`src/rtl/nrf_tx_sequencer_pkg.sv`:
```
// Shared constants for the nRF24L01 frame sequencer:
// radio command bytes and the FSM state encoding.
package nrf_pkg;

  localparam logic [7:0] W_REGISTER   = 8'h20;
  localparam logic [7:0] R_REGISTER   = 8'h00;
  localparam logic [7:0] W_TX_PAYLOAD = 8'hA0;
  localparam logic [7:0] FLUSH_TX     = 8'hE1;
  localparam logic [7:0] NOP          = 8'hFF;

  typedef logic [2:0] state_t;

  localparam state_t S_IDLE = 3'd0;
  localparam state_t S_CMD  = 3'd1;
  localparam state_t S_WAIT = 3'd2;
  localparam state_t S_GAPW = 3'd3;
  localparam state_t S_DATA = 3'd4;
  localparam state_t S_CEP  = 3'd5;
  localparam state_t S_DONE = 3'd6;

endpackage

```
`src/rtl/nrf_tx_sequencer_if.sv`:
```
// Byte handshake between sequencer (master) and the
// SPI byte transmitter (slave): start_tx, data_in, done_tx.
interface nrf_tx_sequencer_if;

  logic       start_tx;
  logic [7:0] data_in;
  logic       done_tx;

  modport master (
    output start_tx,
    output data_in,
    input  done_tx
  );

  modport slave (
    input  start_tx,
    input  data_in,
    output done_tx
  );

endinterface

```
`src/rtl/nrf_tx_sequencer_byte_fifo.sv`:
```
// Payload byte FIFO: push one byte, pop 0..DEPTH bytes per cycle.
// Ports: push/wr_data in, pop_cnt in, rd_data/level/full/empty out.
module byte_fifo
  import nrf_pkg::*;
#(
  parameter int DEPTH = 32
) (
  input  logic                     clk,
  input  logic                     rst_n,
  input  logic                     push,
  input  logic [7:0]               wr_data,
  input  logic [$clog2(DEPTH):0]   pop_cnt,
  output logic [7:0]               rd_data,
  output logic [$clog2(DEPTH):0]   level,
  output logic                     full,
  output logic                     empty
);

  localparam int AW = $clog2(DEPTH);
  localparam int LW = AW + 1;

  logic [7:0]    mem [DEPTH];
  logic [AW-1:0] wr_ptr;
  logic [AW-1:0] rd_ptr;
  logic          wr_ok;

  assign wr_ok   = push && !full;
  assign full    = (level == LW'(DEPTH));
  assign empty   = (level == '0);
  assign rd_data = mem[rd_ptr];

  always_ff @(posedge clk) begin
    if (wr_ok) mem[wr_ptr] <= wr_data;
  end

  // A multi-byte pop drops a whole frame
  // remainder in one cycle after a timeout.
  always_ff @(posedge clk or negedge rst_n) begin
    if (!rst_n) begin
      wr_ptr <= '0;
      rd_ptr <= '0;
      level  <= '0;
    end else begin
      if (wr_ok) wr_ptr <= wr_ptr + AW'(1);
      rd_ptr <= rd_ptr + pop_cnt[AW-1:0];
      level  <= level + LW'(wr_ok) - pop_cnt;
    end
  end

endmodule

```
`src/rtl/nrf_tx_sequencer.sv`:
```
// Frame sequencer: sends cmd + buffered payload byte by byte,
// then optionally pulses CE. Ports: FIFO write, frame control, tx if.
module nrf_tx_sequencer
  import nrf_pkg::*;
#(
  parameter int DEPTH    = 32,
  parameter int GAP      = 2,
  parameter int CE_PULSE = 120,
  parameter int TIMEOUT  = 16
) (
  input  logic                   clk_10,
  input  logic                   rst_n,
  input  logic                   wr_en,
  input  logic [7:0]             wr_data,
  output logic                   fifo_full,
  output logic [$clog2(DEPTH):0] fifo_level,
  input  logic                   frame_start,
  input  logic [7:0]             cmd,
  input  logic                   ce_after,
  output logic                   busy,
  output logic                   frame_done,
  output logic                   err,
  output logic                   ce,
  nrf_tx_sequencer_if.master     tx
);

  localparam int LW = $clog2(DEPTH) + 1;
  localparam int CW = $clog2(CE_PULSE + TIMEOUT + GAP) + 1;

  state_t        state;
  logic          ce_af;
  logic [LW-1:0] len;
  logic [CW-1:0] cnt;
  logic [7:0]    data_q;
  logic [7:0]    rd_data;
  logic [LW-1:0] pop_cnt;
  logic          fifo_empty;
  logic          accept;
  logic          done;
  logic          tmo;
  logic          gap_end;
  logic          more;
  logic          ovf;

  byte_fifo #(
    .DEPTH (DEPTH)
  ) u_fifo (
    .clk     (clk_10),
    .rst_n   (rst_n),
    .push    (wr_en),
    .wr_data (wr_data),
    .pop_cnt (pop_cnt),
    .rd_data (rd_data),
    .level   (fifo_level),
    .full    (fifo_full),
    .empty   (fifo_empty)
  );

  assign accept  = (state == S_IDLE) && frame_start;
  assign done    = tx.done_tx;
  assign tmo     = (state == S_WAIT) && !done
                && (cnt == '0);
  assign gap_end = (state == S_GAPW) && (cnt == '0);
  assign more    = (len != '0) && !fifo_empty;
  assign ovf     = wr_en && fifo_full;

  // Head byte leaves the FIFO as it is loaded into
  // data_in; a timeout drops what is left of the frame.
  always_comb begin
    pop_cnt = '0;
    unique case (1'b1)
      gap_end: pop_cnt = LW'(1);
      tmo:     pop_cnt = len;
      default: pop_cnt = '0;
    endcase
  end

  // One down-counter serves gap, timeout and CE timing.
  always_ff @(posedge clk_10 or negedge rst_n) begin
    if (!rst_n) begin
      state  <= S_IDLE;
      ce_af  <= 1'b0;
      len    <= '0;
      cnt    <= '0;
      data_q <= 8'h00;
    end else begin
      unique case (state)
        S_IDLE: begin
          if (frame_start) begin
            state  <= S_CMD;
            data_q <= cmd;
            ce_af  <= ce_after;
            len    <= fifo_level;
          end
        end
        S_CMD: begin
          state <= S_WAIT;
          cnt   <= CW'(TIMEOUT - 2);
        end
        S_DATA: begin
          state <= S_WAIT;
          cnt   <= CW'(TIMEOUT - 2);
          len   <= len - LW'(1);
        end
        S_WAIT: begin
          if (done) begin
            if (more) begin
              state <= S_GAPW;
              cnt   <= CW'(GAP - 1);
            end else if (ce_af) begin
              state <= S_CEP;
              cnt   <= CW'(CE_PULSE - 1);
            end else begin
              state <= S_DONE;
            end
          end else if (cnt == '0) begin
            state <= S_DONE;
            len   <= '0;
          end else begin
            cnt <= cnt - CW'(1);
          end
        end
        S_GAPW: begin
          if (cnt == '0) begin
            state  <= S_DATA;
            data_q <= rd_data;
          end else begin
            cnt <= cnt - CW'(1);
          end
        end
        S_CEP: begin
          if (cnt == '0) state <= S_DONE;
          else           cnt   <= cnt - CW'(1);
        end
        S_DONE:  state <= S_IDLE;
        default: state <= S_IDLE;
      endcase
    end
  end

  // Sticky: a new error in the accept cycle wins.
  always_ff @(posedge clk_10 or negedge rst_n) begin
    if (!rst_n)          err <= 1'b0;
    else if (ovf || tmo) err <= 1'b1;
    else if (accept)     err <= 1'b0;
  end

  assign busy        = (state != S_IDLE)
                    && (state != S_DONE);
  assign frame_done  = (state == S_DONE);
  assign ce          = (state == S_CEP);
  assign tx.start_tx = (state == S_CMD)
                    || (state == S_DATA);
  assign tx.data_in  = data_q;

endmodule

```
`src/flat_wrapper.sv`:
```
// flat-port wrapper written by rule: the top's interface ports become plain ports
module nrf_tx_sequencer_flat import nrf_pkg::*;
#(
  parameter int DEPTH    = 32,
  parameter int GAP      = 2,
  parameter int CE_PULSE = 120,
  parameter int TIMEOUT  = 16
)
  (clk_10, rst_n, wr_en, wr_data, fifo_full, fifo_level, frame_start, cmd, ce_after, busy, frame_done, err, ce, tx_start_tx, tx_data_in, tx_done_tx);
  nrf_tx_sequencer_if tx_i ();
  input  logic clk_10;
  input  logic rst_n;
  input  logic wr_en;
  input  logic [7:0] wr_data;
  output logic fifo_full;
  output logic [$clog2(DEPTH):0] fifo_level;
  input  logic frame_start;
  input  logic [7:0] cmd;
  input  logic ce_after;
  output logic busy;
  output logic frame_done;
  output logic err;
  output logic ce;
  output wire logic [$bits(tx_i.start_tx)-1:0] tx_start_tx;
  output wire logic [$bits(tx_i.data_in)-1:0] tx_data_in;
  input wire logic [$bits(tx_i.done_tx)-1:0] tx_done_tx;
  assign tx_start_tx = tx_i.start_tx;
  assign tx_data_in = tx_i.data_in;
  assign tx_i.done_tx = tx_done_tx;
  nrf_tx_sequencer #(.DEPTH(DEPTH), .GAP(GAP), .CE_PULSE(CE_PULSE), .TIMEOUT(TIMEOUT)) u_core (.clk_10(clk_10), .rst_n(rst_n), .wr_en(wr_en), .wr_data(wr_data), .fifo_full(fifo_full), .fifo_level(fifo_level), .frame_start(frame_start), .cmd(cmd), .ce_after(ce_after), .busy(busy), .frame_done(frame_done), .err(err), .ce(ce), .tx(tx_i));
endmodule
```
`config.mk`:
```
export PLATFORM = sky130hd
export DESIGN_NAME = nrf_tx_sequencer_flat
export DESIGN_NICKNAME = d
export VERILOG_FILES = /design/src/rtl/nrf_tx_sequencer_pkg.sv /design/src/rtl/nrf_tx_sequencer_if.sv /design/src/rtl/nrf_tx_sequencer_byte_fifo.sv /design/src/rtl/nrf_tx_sequencer.sv /design/src/flat_wrapper.sv
export SDC_FILE = /design/constraint.sdc
export NUM_CORES = 1
export LEC_CHECK = 0
export CAP_MARGIN = 20
export CORE_MARGIN = 5
export CORE_UTILIZATION = 55
export CTS_CLUSTER_SIZE = 10
export DETAILED_ROUTE_END_ITERATION = 8
export PLACE_DENSITY = 0.76
export SYNTH_ARGS = -nofsm -noshare
export SYNTH_HDL_FRONTEND = slang
export SYNTH_HIERARCHICAL = 1
export SYNTH_SLANG_ARGS = --single-unit
export TNS_END_PERCENT = 20
```
`constraint.sdc`:
```
create_clock -name clk_10 -period 2.9 [get_ports clk_10]
set_clock_uncertainty 0.2 [all_clocks]
set_input_delay 0.87 -clock clk_10 [delete_from_list [all_inputs] [get_ports clk_10]]
set_output_delay 0.87 -clock clk_10 [all_outputs]
set_load 0.01 [all_outputs]
```
==> impl_metrics.toml <==
[synthesis]
synth-adder-area-share = 0.02367
synthXorXnorAreaFrac = 0.01027
synth_top_family_by_area = "multiplexers"
yosys.area_share.simple = 0.05928
synthMuxAreaShare = 0.1391
async_flop_share = 0.1467
synth_compound_area_frac = 0.05713
netlist_area_sq_mm = 0.01279
synth.distinct_cells = 61
synth_area_per_cell_sq_um = 17.50
synthesis.nets = 776
yosys_most_used_dff = "edfxtp_1"
yosys_warnings = 6
syn_inst = 731
ys_ff_latch = 300
synth_edf_count = 256
yosysSeqAreaShare = 0.6871

[placement]
dp.cells = 1139
dp_hpwl_um = 17630
io_buffers = 41
place_congestion = 0.9095

[drt]
vias = 7281
viasPerCell = 6.037
finalWirelength_um = 28020
dr.pass1.iters = 5
remaining_drc_errors = 0
dr.first_iter.drc_count = 788
post_drt_wl_per_cell_um = 23.23
ant_nets = 0

[clock_network]
clockBufferDepth = 3
cts_tree = "built"
clk-insertion-delay-late_ns = 0.52
numCtsBuffers = 36
htree_levels = 2
clk_pin_slew_worst_paths_ns = 0.05
clkSinkCount = 300
cts_root_buf = "clkbuf_16"

[setup_path]
worstPathArrival_ns = 3.18
cp-start-kind = "register"
max_stage_delay_ns = 0.39
path_class = "register to register"
cpMostUsedCell = "ha_1"
crit_family = "adder cells"
crit_slowest_cell = "dfrtp_1"
worstPathMaxFanout = 4
crit_chain = "inv_1 -> ha_1 -> nor4b_4 -> nand2_2 -> buf_6 -> buf_4 -> o21ai_2 -> ha_1 -> inv_1 -> ha_1 -> fa_2 -> a21o_1 -> a21oi_2 -> xnor2_1"
cp-end-kind = "register"
crit_buf_inv = 4
critical_path_required_ns = 3.13

[finish]
area_growth_pct = 19.97
final_cell_mix = "edfxtp_1, buf_4, nor2_1"
utilization = 0.6736
n_antenna_cell = 0
nNetsFinal = 910
stdcell_count = 1206
final_layout_size_suffix_gt1_frac = 0.2273
layout_commonest_cell = "edfxtp_1"

[timing]
fmax_mhz = 338.3
slew_headroom = 0.5885
grt_setup_unrepaired = "true"
finalHoldViolations = 0
setup_viol = 2
slew_viol_final = 0
finalCriticalPeriod_ns = 2.956
tightest_slew_ns = 0.6156
finalCritPeriodShare = 1.019
setup_slack_ns = -0.05580
hold-worst-slack_ns = 0.1337

[status]
status = "finished with violations"
violations = "negative setup slack"

[run]
cap_violations = 0

[grt]
antenna_found_initial = 0
grt_pass1_vias = 7532
globalRouteOverflowTotal = 0
grt_use_total = 0.2155
grt_max_degree = 66
grt_pass1_wl_um = 43230

[floorplan]
num_rows = 55
num_io_pins = 42
die_x_um = 162.5
core_sq_mm = 0.02278
die_area_sq_mm = 0.02640
start_util = 0.5615
dieHeight_um = 162.5

[pwr]
p_leak_nw = 5.579
p_switching_mw = 2.665
p_clk_frac = 0.381
power_density_mw_per_mm2 = 711.3
power_frac_comb = 0.140
p_sw_frac = 0.2442
p_seq_frac = 0.480
intPower_mw = 8.250
irDropWorstVdd_mv = 0.5926

[hold_path]
holdCritPathClass = "primary input to async pin"
sequential cells by signal (all words and copies together), names as in the netlist, 3 cells and up:
| name | cells |
|---|---|
| u_core/cnt | 9 |
| u_core/u_fifo/wr_ptr | 5 |
| u_core/state | 3 |
| u_core/u_fifo/mem | 256 |
| u_core/u_fifo/level | 6 |
| u_core/tx.data_in | 8 |
| u_core/u_fifo/rd_ptr | 5 |
| u_core/len | 6 |
kinds of logic (layout without fill, tap and decap cells):
| family | after synthesis | after routing |
|---|---|---|
| adder cells (fa/ha/maj) | 23 | 23 |
| AO/OA/AOI/OAI | 112 | 112 |
| AND/OR/NAND/NOR | 143 | 143 |
| buffers and inverters | 57 | 219 |
| flip-flops | 300 | 300 |
| XOR/XNOR | 15 | 15 |
| multiplexers | 81 | 81 |
routing by layer:
layer / vias to the layer above / global-route usage / share of wire / wire, um
li1: 3239 / - / - / -
met1: 3713 / 0.2902 / 0.40 / 11170
met2: 272 / 0.3594 / 0.51 / 14270
met3: 57 / 0.03518 / 0.061 / 1709
met4: 0 / 0.07920 / 0.031 / 872
met5: - / 0 / 0 / 0
metrics by stage:
step	total power [mW]	setup WS, ns	setup TNS, ns	area [sq um]
finish	10.91	-0.05580	-0.05812	15340
global route	11.35	-0.1894	-0.4571	15340
CTS	10.86	-0.1445	-0.2328	15250
detailed placement	6.668	-0.5529	-7.071	14140
global placement	6.568	-0.4492	-1.977	14140
floorplan	6.034	-0.003099	-0.003099	12850
power by group through the flow:
stage	Combinational, mW	Sequential (mW)	Clock (mW)
2_1_floorplan	0.812	5.22	0
3_3_place_gp	1.30	5.27	0
3_5_place_dp	1.37	5.30	0
4_1_cts	1.40	5.22	4.23
5_1_grt	1.64	5.26	4.45
6_report	1.52	5.23	4.16
path summary, 6_finish.rpt:
| kind | slack (ns) | to | depth (start not counted) | startpoint |
|---|---|---|---|---|
| max | -0.06 | u_core/u_fifo/level[4] | 14 | u_core/cnt[1] |
| min | 0.13 | u_core/tx.data_in[7] | 2 | rst_n |
| max reg2reg | -0.06 | u_core/u_fifo/level[4] | 14 | u_core/cnt[1] |
| min reg2reg | 0.29 | u_core/tx.data_in[4] | 1 | u_core/tx.data_in[4] |
| max in group asynchronous | 2.11 | u_core/u_fifo/rd_ptr[0] | 2 | rst_n |
| min in group clk_10 | 0.29 | u_core/tx.data_in[4] | 1 | u_core/tx.data_in[4] |
final cells by class:
class / instances / area [sq um]
clock buffers: 62 / 1020
clock inverters: 4 / 75.07
fillers: 1489 / 7435
inverters: 25 / 93.84
multi-input cells: 374 / 3864
flip-flops and latches: 300 / 8793
well taps: 313 / 391.6
repair buffers: 128 / 1106
timing repair:
item                                   4_1_cts  5_1_grt
gates resized for setup                     14       15
setup endpoints to repair                    8        5
hold buffers                                 0        0
endpoints found under the hold margin        0        0
pin swaps                                    2        8
buffers inserted                             0        1
synthesized netlist by cell type (all sizes together) (2+ instances only):
master / count / area [sq um]
or3b: 3 / 26.28
or3: 7 / 43.79
a221o: 2 / 20.02
nand3: 7 / 35.03
dfrtp: 44 / 1101
a22o: 5 / 43.79
edfxtp: 256 / 7687
nor2: 54 / 210.2
nor4b: 2 / 30.03
mux2: 17 / 191.4
clkbuf: 12 / 50.05
or2: 4 / 25.02
xor2: 3 / 26.28
mux4: 64 / 1588
inv: 25 / 93.84
and2: 5 / 31.28
and3: 2 / 12.51
a221oi: 2 / 17.52
fa: 2 / 40.04
nor3b: 2 / 15.01
o21ai: 16 / 80.08
nand2b: 3 / 18.77
o31ai: 3 / 22.52
a211o: 3 / 26.28
nand2: 20 / 77.58
or4: 3 / 22.52
a31oi: 4 / 31.28
nand4: 2 / 12.51
nand3b: 3 / 22.52
a21o: 6 / 45.04
a21oi: 24 / 120.1
o22ai: 35 / 219.0
nor3: 7 / 35.03
o2bb2ai: 2 / 17.52
a2bb2oi: 2 / 17.52
nor4: 13 / 100.1
nor2b: 5 / 31.28
xnor2: 12 / 105.1
buf: 19 / 145.2
ha: 21 / 262.8
Note: power is estimated with default switching activity, not from simulation.
